--- config.mk ---
export PLATFORM = sky130hd
export DESIGN_NAME = trace_byte_streamer
export DESIGN_NICKNAME = d
export VERILOG_FILES = /design/src/rtl/trace_byte_streamer.sv
export SDC_FILE = /design/constraint.sdc
export NUM_CORES = 1
export LEC_CHECK = 0
export ABC_AREA = 1
export CAP_MARGIN = 15
export CELL_PAD_IN_SITES_DETAIL_PLACEMENT = 1
export CELL_PAD_IN_SITES_GLOBAL_PLACEMENT = 2
export CORE_UTILIZATION = 25
export DETAILED_ROUTE_END_ITERATION = 6
export GPL_TIMING_DRIVEN = 1
export HOLD_SLACK_MARGIN = 0.1
export PLACE_DENSITY_LB_ADDON = 0.1
export SYNTH_ARGS = -nofsm -noshare
export SYNTH_HDL_FRONTEND = slang
export SYNTH_SLANG_ARGS = --single-unit
--- constraint.sdc ---
create_clock -name clk -period 5.13 [get_ports clk]
set_input_delay 1.539 -clock clk [delete_from_list [all_inputs] [get_ports clk]]
set_output_delay 1.539 -clock clk [all_outputs]
set_load 0.05 [all_outputs]
--- src/rtl/trace_byte_streamer.sv ---
// Buffers single-port retire trace records in a small FIFO and emits each one
// as an 11-byte frame (sync, PC, regnum, data, XOR checksum) over valid/ready.
module trace_byte_streamer #(
  parameter int          FIFO_DEPTH = 16,
  parameter int          FIFO_AW    = 4,
  parameter logic [7:0]  SYNC_BYTE  = 8'hA5
) (
  input  logic               clk,
  input  logic               reset,
  input  logic [3:0]         debug_wb_rf_wen,
  input  logic [31:0]        debug_wb_pc,
  input  logic [4:0]         debug_wb_rf_wnum,
  input  logic [31:0]        debug_wb_rf_wdata,
  output logic [7:0]         tx_data,
  output logic               tx_valid,
  input  logic               tx_ready,
  output logic               overflow,
  output logic [15:0]        drop_count,
  output logic [FIFO_AW:0]   fifo_level
);

  localparam int REC_W = 69;
  localparam logic [FIFO_AW:0] DEPTH_L = (FIFO_AW+1)'(FIFO_DEPTH);

  typedef enum logic [2:0] {
    ST_IDLE = 3'd0,
    ST_SYNC = 3'd1,
    ST_PC   = 3'd2,
    ST_NUM  = 3'd3,
    ST_DATA = 3'd4,
    ST_CSUM = 3'd5
  } state_t;

  // Record layout: {pc[68:37], wnum[36:32], wdata[31:0]}
  function automatic logic [7:0] byte_of(input logic [31:0] word, input logic [1:0] idx);
    logic [1:0] k;
    k = 2'd3 - idx;
    return word[{k, 3'b000} +: 8];
  endfunction

  function automatic logic [7:0] frame_csum(input logic [REC_W-1:0] rec);
    logic [7:0] c;
    c = {3'b000, rec[36:32]};
    for (int i = 0; i < 4; i++) begin
      c = c ^ rec[37 + 8*i +: 8] ^ rec[8*i +: 8];
    end
    return c;
  endfunction

  logic [REC_W-1:0] r_mem [FIFO_DEPTH];
  logic [FIFO_AW-1:0] r_wptr, r_rptr;
  logic [FIFO_AW:0]   r_level;
  logic               r_overflow;
  logic [15:0]        r_drop_count;
  state_t             r_state;
  logic [1:0]         r_idx;
  logic [REC_W-1:0]   r_hold;
  logic [7:0]         r_tx_data;
  logic               r_tx_valid;

  logic               w_rec_valid, w_push, w_drop, w_pop, w_accept, w_nonempty;
  logic [REC_W-1:0]   w_head;
  state_t             w_next_state;
  logic [1:0]         w_next_idx;
  logic [7:0]         w_next_data;
  logic               w_next_valid;

  // Full/empty are judged on the pre-edge level so a pop never frees a slot early.
  assign w_rec_valid = |debug_wb_rf_wen;
  assign w_push      = w_rec_valid && (r_level < DEPTH_L);
  assign w_drop      = w_rec_valid && (r_level >= DEPTH_L);
  assign w_nonempty  = (r_level != '0);
  assign w_accept    = r_tx_valid && tx_ready;
  assign w_head      = r_mem[r_rptr];

  always_ff @(posedge clk) begin
    if (w_push) begin
      r_mem[r_wptr] <= {debug_wb_pc, debug_wb_rf_wnum, debug_wb_rf_wdata};
    end
  end

  always_ff @(posedge clk or posedge reset) begin
    if (reset) begin
      r_wptr       <= '0;
      r_rptr       <= '0;
      r_level      <= '0;
      r_overflow   <= 1'b0;
      r_drop_count <= 16'd0;
    end else begin
      if (w_push) r_wptr <= r_wptr + FIFO_AW'(1);
      if (w_pop)  r_rptr <= r_rptr + FIFO_AW'(1);
      case ({w_push, w_pop})
        2'b10:   r_level <= r_level + (FIFO_AW+1)'(1);
        2'b01:   r_level <= r_level - (FIFO_AW+1)'(1);
        default: r_level <= r_level;
      endcase
      if (w_drop) begin
        r_overflow <= 1'b1;
        if (r_drop_count != 16'hFFFF) r_drop_count <= r_drop_count + 16'd1;
      end
    end
  end

  always_ff @(posedge clk or posedge reset) begin
    if (reset) begin
      r_state    <= ST_IDLE;
      r_idx      <= 2'd0;
      r_hold     <= '0;
      r_tx_data  <= 8'd0;
      r_tx_valid <= 1'b0;
    end else begin
      r_state    <= w_next_state;
      r_idx      <= w_next_idx;
      r_tx_data  <= w_next_data;
      r_tx_valid <= w_next_valid;
      if (w_pop) r_hold <= w_head;
    end
  end

  // Next byte is prepared one edge ahead so tx_data/tx_valid come straight from flops.
  always_comb begin
    w_next_state = r_state;
    w_next_idx   = r_idx;
    w_next_data  = r_tx_data;
    w_next_valid = r_tx_valid;
    w_pop        = 1'b0;
    case (r_state)
      ST_IDLE: begin
        if (w_nonempty) begin
          w_pop        = 1'b1;
          w_next_state = ST_SYNC;
          w_next_valid = 1'b1;
          w_next_data  = SYNC_BYTE;
        end else begin
          w_next_valid = 1'b0;
        end
      end
      ST_SYNC: begin
        if (w_accept) begin
          w_next_state = ST_PC;
          w_next_idx   = 2'd0;
          w_next_data  = byte_of(r_hold[68:37], 2'd0);
        end else begin
          w_next_state = ST_SYNC;
        end
      end
      ST_PC: begin
        if (w_accept && (r_idx == 2'd3)) begin
          w_next_state = ST_NUM;
          w_next_data  = {3'b000, r_hold[36:32]};
        end else if (w_accept) begin
          w_next_idx  = r_idx + 2'd1;
          w_next_data = byte_of(r_hold[68:37], r_idx + 2'd1);
        end else begin
          w_next_state = ST_PC;
        end
      end
      ST_NUM: begin
        if (w_accept) begin
          w_next_state = ST_DATA;
          w_next_idx   = 2'd0;
          w_next_data  = byte_of(r_hold[31:0], 2'd0);
        end else begin
          w_next_state = ST_NUM;
        end
      end
      ST_DATA: begin
        if (w_accept && (r_idx == 2'd3)) begin
          w_next_state = ST_CSUM;
          w_next_data  = frame_csum(r_hold);
        end else if (w_accept) begin
          w_next_idx  = r_idx + 2'd1;
          w_next_data = byte_of(r_hold[31:0], r_idx + 2'd1);
        end else begin
          w_next_state = ST_DATA;
        end
      end
      ST_CSUM: begin
        if (w_accept && w_nonempty) begin
          w_pop        = 1'b1;
          w_next_state = ST_SYNC;
          w_next_data  = SYNC_BYTE;
        end else if (w_accept) begin
          w_next_state = ST_IDLE;
          w_next_valid = 1'b0;
        end else begin
          w_next_state = ST_CSUM;
        end
      end
      default: begin
        w_next_state = ST_IDLE;
        w_next_valid = 1'b0;
      end
    endcase
  end

  assign tx_data    = r_tx_data;
  assign tx_valid   = r_tx_valid;
  assign overflow   = r_overflow;
  assign drop_count = r_drop_count;
  assign fifo_level = r_level;

endmodule

## Word level (Yosys, flattened, before mapping)

Memories as Yosys holds them, arrays and structs flattened. A register that Yosys moved wholly into a read port is not among the register bits.
Cells that the tools add are included.
W data, S select, Z words.

- Bits in registers: 44
- RAM bits: 1104
- Logic and storage cells: 103
- Memories kept: 1

- Add/subtract/negate cells: 7
- $lt $le $gt $ge: 2
- Equal/unequal tests: 22
- Shifts and indexed selects: 2
- Muxes and demuxes: 32
- Bitwise gates (word level): 9
- Reduce and logical (&&, ||, !) cells: 19

Memory list:

| name | words | width | read ports | clocked after Yosys merged registers in | write ports | RTL line | RTL |
|---|---|---|---|---|---|---|---|
| r_mem | 16 | 69 | 1 | 1 | 1 | 50 | `logic [REC_W-1:0] r_mem [FIFO_DEPTH];` |

Operators by type and width:

| kind | count |
|---|---|
| $mux W8 | 8 |
| $shiftx A32 B6 Y8 | 2 |
| $xor A8 B8 Y8 | 7 |
| $pmux W8 S6 | 1 |
| $mux W3 | 8 |
| $pmux W3 S6 | 1 |
| $add A16 B1 Y16 const B | 1 |
| $ne A16 B16 Y1 const B | 1 |
| $ne A2 B2 Y1 const B | 7 |
| $ne A3 B3 Y1 const B | 4 |
| $pmux W5 S2 | 1 |
| $add A4 B1 Y4 const B | 2 |
| $mux W2 | 4 |
| $reduce_or A4 Y1 | 2 |
| $xor A5 B8 Y8 | 1 |
| $reduce_and A7 Y1 | 1 |
| $eq A3 B2 Y1 const B | 2 |
| $eq A3 B3 Y1 const B | 2 |
| $mux W1 | 6 |
| $reduce_and A3 Y1 | 2 |
| $reduce_bool A6 Y1 | 1 |
| $add A5 B1 Y5 const B | 1 |
| $ge A5 B5 Y1 const B | 1 |
| $logic_and A1 B1 Y1 | 5 |
| 18 further kinds | 22 |

## Depth between registers and ports, before layout

Gate-level depths: netlist of the first run.

- Depth in word-level cells: 10
- Gate-level depth with buffers: 15
- Mapped depth without buffers: 14

## Worst setup path after synthesis of the first run

OpenSTA, ideal clock, no wires.

- Path kind: input-to-reg
- Start point: input debug_wb_rf_wen[3]
- End point: memory r_mem[11][0] (enable)
- Library setup time: 0.497 ns
- Arrival: 4.888 ns
- Required time: 4.633 ns
- Slack: -0.254 ns
- Cell stages on the path: 6
- Path buffers: 0
- Cells stage by stage: nor2_1 nand2_1 nand2_1 inv_1 nand2_1 nor2_1

- Longest elaborated chain between the ends: 4

Ends and longest elaborated chain:

| element | RTL line | RTL |
|---|---|---|
| start, declared | 10 | `input logic [3:0] debug_wb_rf_wen,` |
| $reduce_or A4 Y1 | 69 | `assign w_rec_valid = \|debug_wb_rf_wen;` |
| $logic_and A1 B1 Y1 | 70 | `assign w_push = w_rec_valid && (r_level < DEPTH_L);` |
| $mux W1 | 77 | `if (w_push) begin` |
| $mux W1 (not written as such) | 78 | `r_mem[r_wptr] <= {debug_wb_pc, debug_wb_rf_wnum, debug_wb_rf_wdata};` |
| end, declared | 50 |  |

Every way passes these cells.

## Worst setup path in the final report of the first run

- Start point: register r_tx_data[4] (netlist: tx_data[4])
- End point: output tx_data[4]

RTL lines:

| element | RTL line | RTL |
|---|---|---|
| start, declared | 58 | `logic [7:0] r_tx_data;` |
| start signal, assigned | 114 | `r_tx_data <= w_next_data;` |
| end, declared | 14 | `output logic [7:0] tx_data,` |

No word-level cell between the ends.

==> results of run 1 <==
-- stage by stage --
step | worst slack, ns | utilization, % | cell area, um^2 | TNS [ns]
after floorplan | -0.254 | - | 49500 | -174.63
after global placement | 0.695 | 27.4 | 53700 | 0
after detailed placement | 0.716 | 27.4 | 53700 | 0
after CTS | 1.22 | 29.8 | 58400 | 0
after global routing | 1.29 | 29.8 | 58400 | 0
final | 1.38 | 29.8 | 58400 | 0
-- area by class of cell --
class | instances | area share (%)
sequential | 1217 | 61.6
multi-input combinational | 2378 | 20.2
clock buffer | 205 | 6.99
tap | 2624 | 5.62
timing repair buffer | 203 | 3.66
clock inverter | 74 | 1.08
inverter | 122 | 0.846
antenna | 3 | 0.0128
-- flip-flops by register name, indices dropped and copies added, names as in the netlist --
name / cells
overflow: 1
drop_count: 16
tx_data: 8
r_rptr: 4
r_mem: 1104
r_idx: 2
r_wptr: 4
r_hold: 69
r_state: 3
fifo_level: 5
tx_valid: 1
-- worst register-to-register path, stage by stage (launching register included) --
cell and delay (ns):
dfrtp_4 0.68, inv_8 0.66, buf_12 0.34, buf_4 0.34, o21ai_1 0.09, o221ai_1 0.34
nand3_1 0.19, a31oi_1 0.17
-- per-layer routing --
metal	GRT usage [%]	vias up	wire, um
met5	0	-	0
met4	4.09	0	3140
met3	2.41	182	5220
met2	28.6	410	81500
met1	23.4	16500	80800
li1	-	14800	-
-- cell usage in the layout, fill, tap and decap left out, types with 4 or more instances in the layout --
cell and instances:
o211ai_1 214, nand2_1 220, xnor2_1 13, clkbuf_16 152, nor2_4 16, edfxtp_1 1104, a21oi_1 48, clkinv_8 4
xor2_1 22, bufinv_16 5, o21ai_0 351, nor3_1 7, nand4_1 5, buf_4 69, ha_1 11, nor2_1 873
dfrtp_1 109, inv_2 5, a31oi_1 76, clkinv_2 27, nand3_1 189, buf_12 28, dfrtp_4 4, o221ai_1 69
inv_16 4, clkbuf_8 8, clkinv_1 30, inv_1 112, clkdlybuf4s50_1 106, o21ai_1 245, clkbuf_1 45
-- kinds of logic (layout without fill, tap and decap cells) --
logic type / Yosys count / after routing / synth area share [%]
simple gates: 1322 / 1322 / 10.6
fa+ha+maj: 12 / 12 / 0.319
compound gates: 1009 / 1009 / 12.0
flops: 1217 / 1217 / 72.7
xor+xnor: 35 / 35 / 0.619
buf+inv: 379 / 604 / 3.72
other cells: 0 / 3 / 0
-- power by group --
part | internal, mW | switching, mW | total (mW)
Sequential | 12.2 | 1.20 | 13.4
Combinational | 3.39 | 8.50 | 11.9
Clock | 5.86 | 4.42 | 10.3
Total | 21.5 | 14.1 | 35.6
-- final timing paths --
check	from	to	cells past startpoint
setup / recovery	tx_data[4]	tx_data[4]	1
hold / removal	overflow	overflow	1
setup reg to reg	r_rptr[0]	r_hold[43]	7
hold reg to reg	overflow	overflow	1
max in group asynchronous	reset	r_hold[66]	3
min in group asynchronous	reset	drop_count[2]	2
==> out/metrics.cfg, run 1 <==
[synthesis]
syn_area_per_cell_um2=12.5
synth-main-ff-cell=edfxtp_1
synth_area_um2=49500
synth.distinct_cells=36
yosysMostFrequentCell=edfxtp_1
synth_edf_count=1104
syn-num-nets=4062
async_reset_ff_share_pct=9.29
synthTopCellsByCount=edfxtp_1, nor2_1, o21ai_0
synth_area_leaders=edfxtp_1, nor2_1, dfrtp_1
synth_cells=3974
ys_seq_area_share_pct=72.7
synth-seq-cells=1217
synth_warnings=0
yosysTopAreaCell=edfxtp_1
yosysTopAreaCellShare_pct=67.0

[worst_setup_path]
cp_num_buf_inv=1
max_stage_delay_ns=0.88
worstPathMaxFanout=2
critPathLaunchType=flip-flop
cp-end-kind=output pin
worst_ep_required_time_ns=3.59
crit_slowest_cell=clkdlybuf4s50_1
cpLargestDelayFamily=buffers and inverters
crit_type=flip-flop to output pin
r2r_slack_ns=2.22
cp_cell_sequence=clkdlybuf4s50_1
crit_arrival_ns=2.21

[power_and_ir_drop]
total_power_mw=35.6
vdd_drop_max_mv=0.462
p_leak_nw=19.2
p_per_area_nw_per_um2=609

[timing]
fmax_mhz=267
hold_viol=0
slew_viol_final=0
slew_headroom_pct=35.4
setup_viol_count_final=0
rsz0062_at_grt=false
period_needed_ns=3.75
finClkSkew_ns=0.0233
hold_ws_ns=0.467
tightestPinTransition_ns=0.970
fin_crit_sh_pct=73.1

[global_route]
grt_start_max_net_pins=146
grt_pass1_wl_mm=248
antenna_found_initial=6
grt_pass1_vias=33200
grt_overflow=0
grt.total_usage_pct=17.1

[cts]
root_buffer=clkbuf_16
cts.sink_count=1217
cts_tree=yes
htree_levels=4
cts_made_buffers=150
postCtsResizedCells=0
path_clk_slew_ns=0.06
cts_buffer_depth=3
insertion_delay_ns=0.80
post_cts_buffers=0
cts_hold_buffers=0

[cells_and_area]
syn_to_final_growth_pct=18.1
fin_nets=4160
seq_area_um2=36000
layoutNonFillerInstCount=6826
drive_gt1_share_pct=8.07
fill_cells=21100
multi_input_area_um2=11800

[placed_design]
placed_cells=6544
dp_hpwl_mm=97.1
port_buffers=106
gp_congestion=0.717

[routing]
vias=31800
drtAntennaViolNets=0
drc=0
wl_per_cell_um=25.0
finalWirelength_mm=171
first_pass_iters=5
post_drt_via_cell_ratio=4.66
drt-initial-drc-count=1950

[floorplanning]
die-area_um2=200000
pin_count=107
core_area_um2=196000
fp.dieH_um=447
fp.dieW_um=447
initial_core_util_pct=25.3
rows=162

[status]
status=completed

[hold_path]
hold_path_class=flip-flop to flip-flop

[job]
cap_violations=0

(Power assumes the default switching activity.)
==> run 2: changes to the inputs <==
==> constraint.sdc (replaced) <==
create_clock -name clk -period 3.8 [get_ports clk]
set_input_delay 1.14 -clock clk [delete_from_list [all_inputs] [get_ports clk]]
set_output_delay 1.14 -clock clk [all_outputs]
set_load 0.05 [all_outputs]
==> run 2 against run 1 <==
  * Die area is the same
  * Register-to-register slack worse by 1.2 ns
  * Flip-flop and latch count unchanged
  * Via count rose by 1.6%
  * Worst setup slack got worse by 0.98 ns
  * Combinational power grew 43%
  * Final cell count up 1.1%
  * Sequential power increased by 34%
==> out/metrics.cfg, run 2 (synthesis results as in run 1) <==
[status]
status=completed

[cts]
cts_made_buffers=151
postCtsResizedCells=0
cts_buffer_depth=3
htree_levels=4
root_buffer=clkbuf_16
post_cts_buffers=0
cts_tree=yes
insertion_delay_ns=0.81
path_clk_slew_ns=0.06
cts_hold_buffers=0
cts.sink_count=1217

[worst_setup_path]
crit_slowest_cell=clkdlybuf4s50_1
cp_cell_sequence=clkdlybuf4s50_1
critPathLaunchType=flip-flop
worst_ep_required_time_ns=2.66
max_stage_delay_ns=0.90
crit_arrival_ns=2.25
cp-end-kind=output pin
worstPathMaxFanout=2
cpLargestDelayFamily=buffers and inverters
crit_type=flip-flop to output pin
cp_num_buf_inv=1

[power_and_ir_drop]
p_per_area_nw_per_um2=828
clkPwrFrac_pct=28.9
pwr-share-seq_pct=36.6
p_int_mw=29.9
switching_share_pct=39.3
p_leak_nw=19.8
switchingPower_mw=19.4
vdd_drop_max_mv=0.522
combPwrFrac_pct=34.6

[routing]
post_drt_via_cell_ratio=4.68
vias=32300
drtAntennaViolNets=0
wl_per_cell_um=25.6
drt-initial-drc-count=1895
drc=0
finalWirelength_mm=176
first_pass_iters=5

[global_route]
grt_pass1_vias=33800
grt_overflow=0
grt.total_usage_pct=17.8
grt_start_max_net_pins=144
grt_pass1_wl_mm=255
antenna_found_initial=6

[cells_and_area]
final_util_pct=30.4
fin_nets=4231
drive_gt1_share_pct=9.74
layout_common_cells=edfxtp_1, nor2_1, o21ai_0, o21ai_1, nand2_1
stdcell_area_um2=59600
layout_commonest_cell=edfxtp_1
syn_to_final_growth_pct=20.4
largest_reg_flops=1104
max_flop_register=r_mem

[placed_design]
dpl-instance-area_um2=54700
gp_congestion=0.756
post-place-ws_ns=0.126
dp_hpwl_mm=109
port_buffers=106

[floorplanning]
fp.dieH_um=447
core_area_um2=196000
initial_core_util_pct=25.3
die-area_um2=200000
pin_count=107
fp.dieW_um=447
rows=162

[timing]
period_needed_ns=3.39
rsz0062_at_grt=false
setup_viol_count_final=0
slew_headroom_pct=30.9
slew_viol_final=0
finClkSkew_ns=0.0265
fin_crit_sh_pct=89.3
tightestPinTransition_ns=1.03
setup_slack_ns=0.406
hold_viol=0
fmax_mhz=295

[job]
cap_violations=0

[hold_path]
hold_path_class=flip-flop to flip-flop

==> run 2: changes by cell type in the layout (fill, tap and decap cells not counted), moves of 2 or more <==
cell | previous run | this run
buf_12 | 28 | 66
clkinv_1 | 30 | 17
clkinv_2 | 27 | 18
bufinv_16 | 5 | 9
buf_4 | 69 | 101
clkbuf_8 | 8 | 15
clkinv_8 | 4 | 6
clkbuf_1 | 45 | 52
inv_6 | 3 | 7
clkinv_16 | 3 | 1
diode_2 | 3 | 8
==> run 2: metrics by stage <==
| stage | hold slack (ns) | instances | setup TNS, ns | power (mW) |
|---|---|---|---|---|
| 2_1_floorplan | 0.456 | 3974 | -992.62 | 28.1 |
| 3_3_place_gp | 0.457 | 6614 | 0 | 35.9 |
| 3_5_place_dp | 0.456 | 6614 | 0 | 36.0 |
| 4_1_cts | 0.471 | 6894 | 0 | 50.5 |
| 5_1_grt | 0.479 | 6896 | 0 | 52.5 |
| 6_report | 0.463 | 6902 | 0 | 49.3 |
==> run 2: power by group through the flow <==
stage	Sequential [mW]	Combinational (mW)	Clock (mW)
after detailed placement	18.4	17.6	0
final	18.0	17.0	14.2
after global routing	18.2	19.1	15.2
after CTS	18.1	17.7	14.8
after global placement	18.4	17.6	0
after floorplan	17.8	10.4	0
==> run 2: final timing paths <==
path                                  to  cells after the start           from  slack [ns]
setup / recovery              tx_data[7]                      1     tx_data[7]        0.41
hold reg to reg                 overflow                      1       overflow        0.46
hold / removal                  overflow                      1       overflow        0.46
max in group asynchronous     r_hold[42]                      3          reset        2.27
min in group asynchronous  drop_count[2]                      2          reset        0.71
setup reg to reg           fifo_level[4]                     11  fifo_level[0]        1.05
==> run 2: area by class of cell <==
cell class | instances | area [um^2]
Tap cell | 2624 | 3280
Clock buffer | 219 | 4210
Sequential cell | 1217 | 36000
Multi-Input combinational cell | 2378 | 11800
Antenna cell | 8 | 20.0
Clock inverter | 61 | 659
Fill cell | 21000 | 136000
Inverter | 122 | 494
Timing Repair Buffer | 273 | 3140
==> run 2: per-layer routing <==
metal	wire (um)	part of all wire, %	track usage, %
met5	0	0	0
met4	3600	2.0	4.41
met3	4790	2.7	2.39
met2	84000	48	29.3
met1	84100	48	24.5
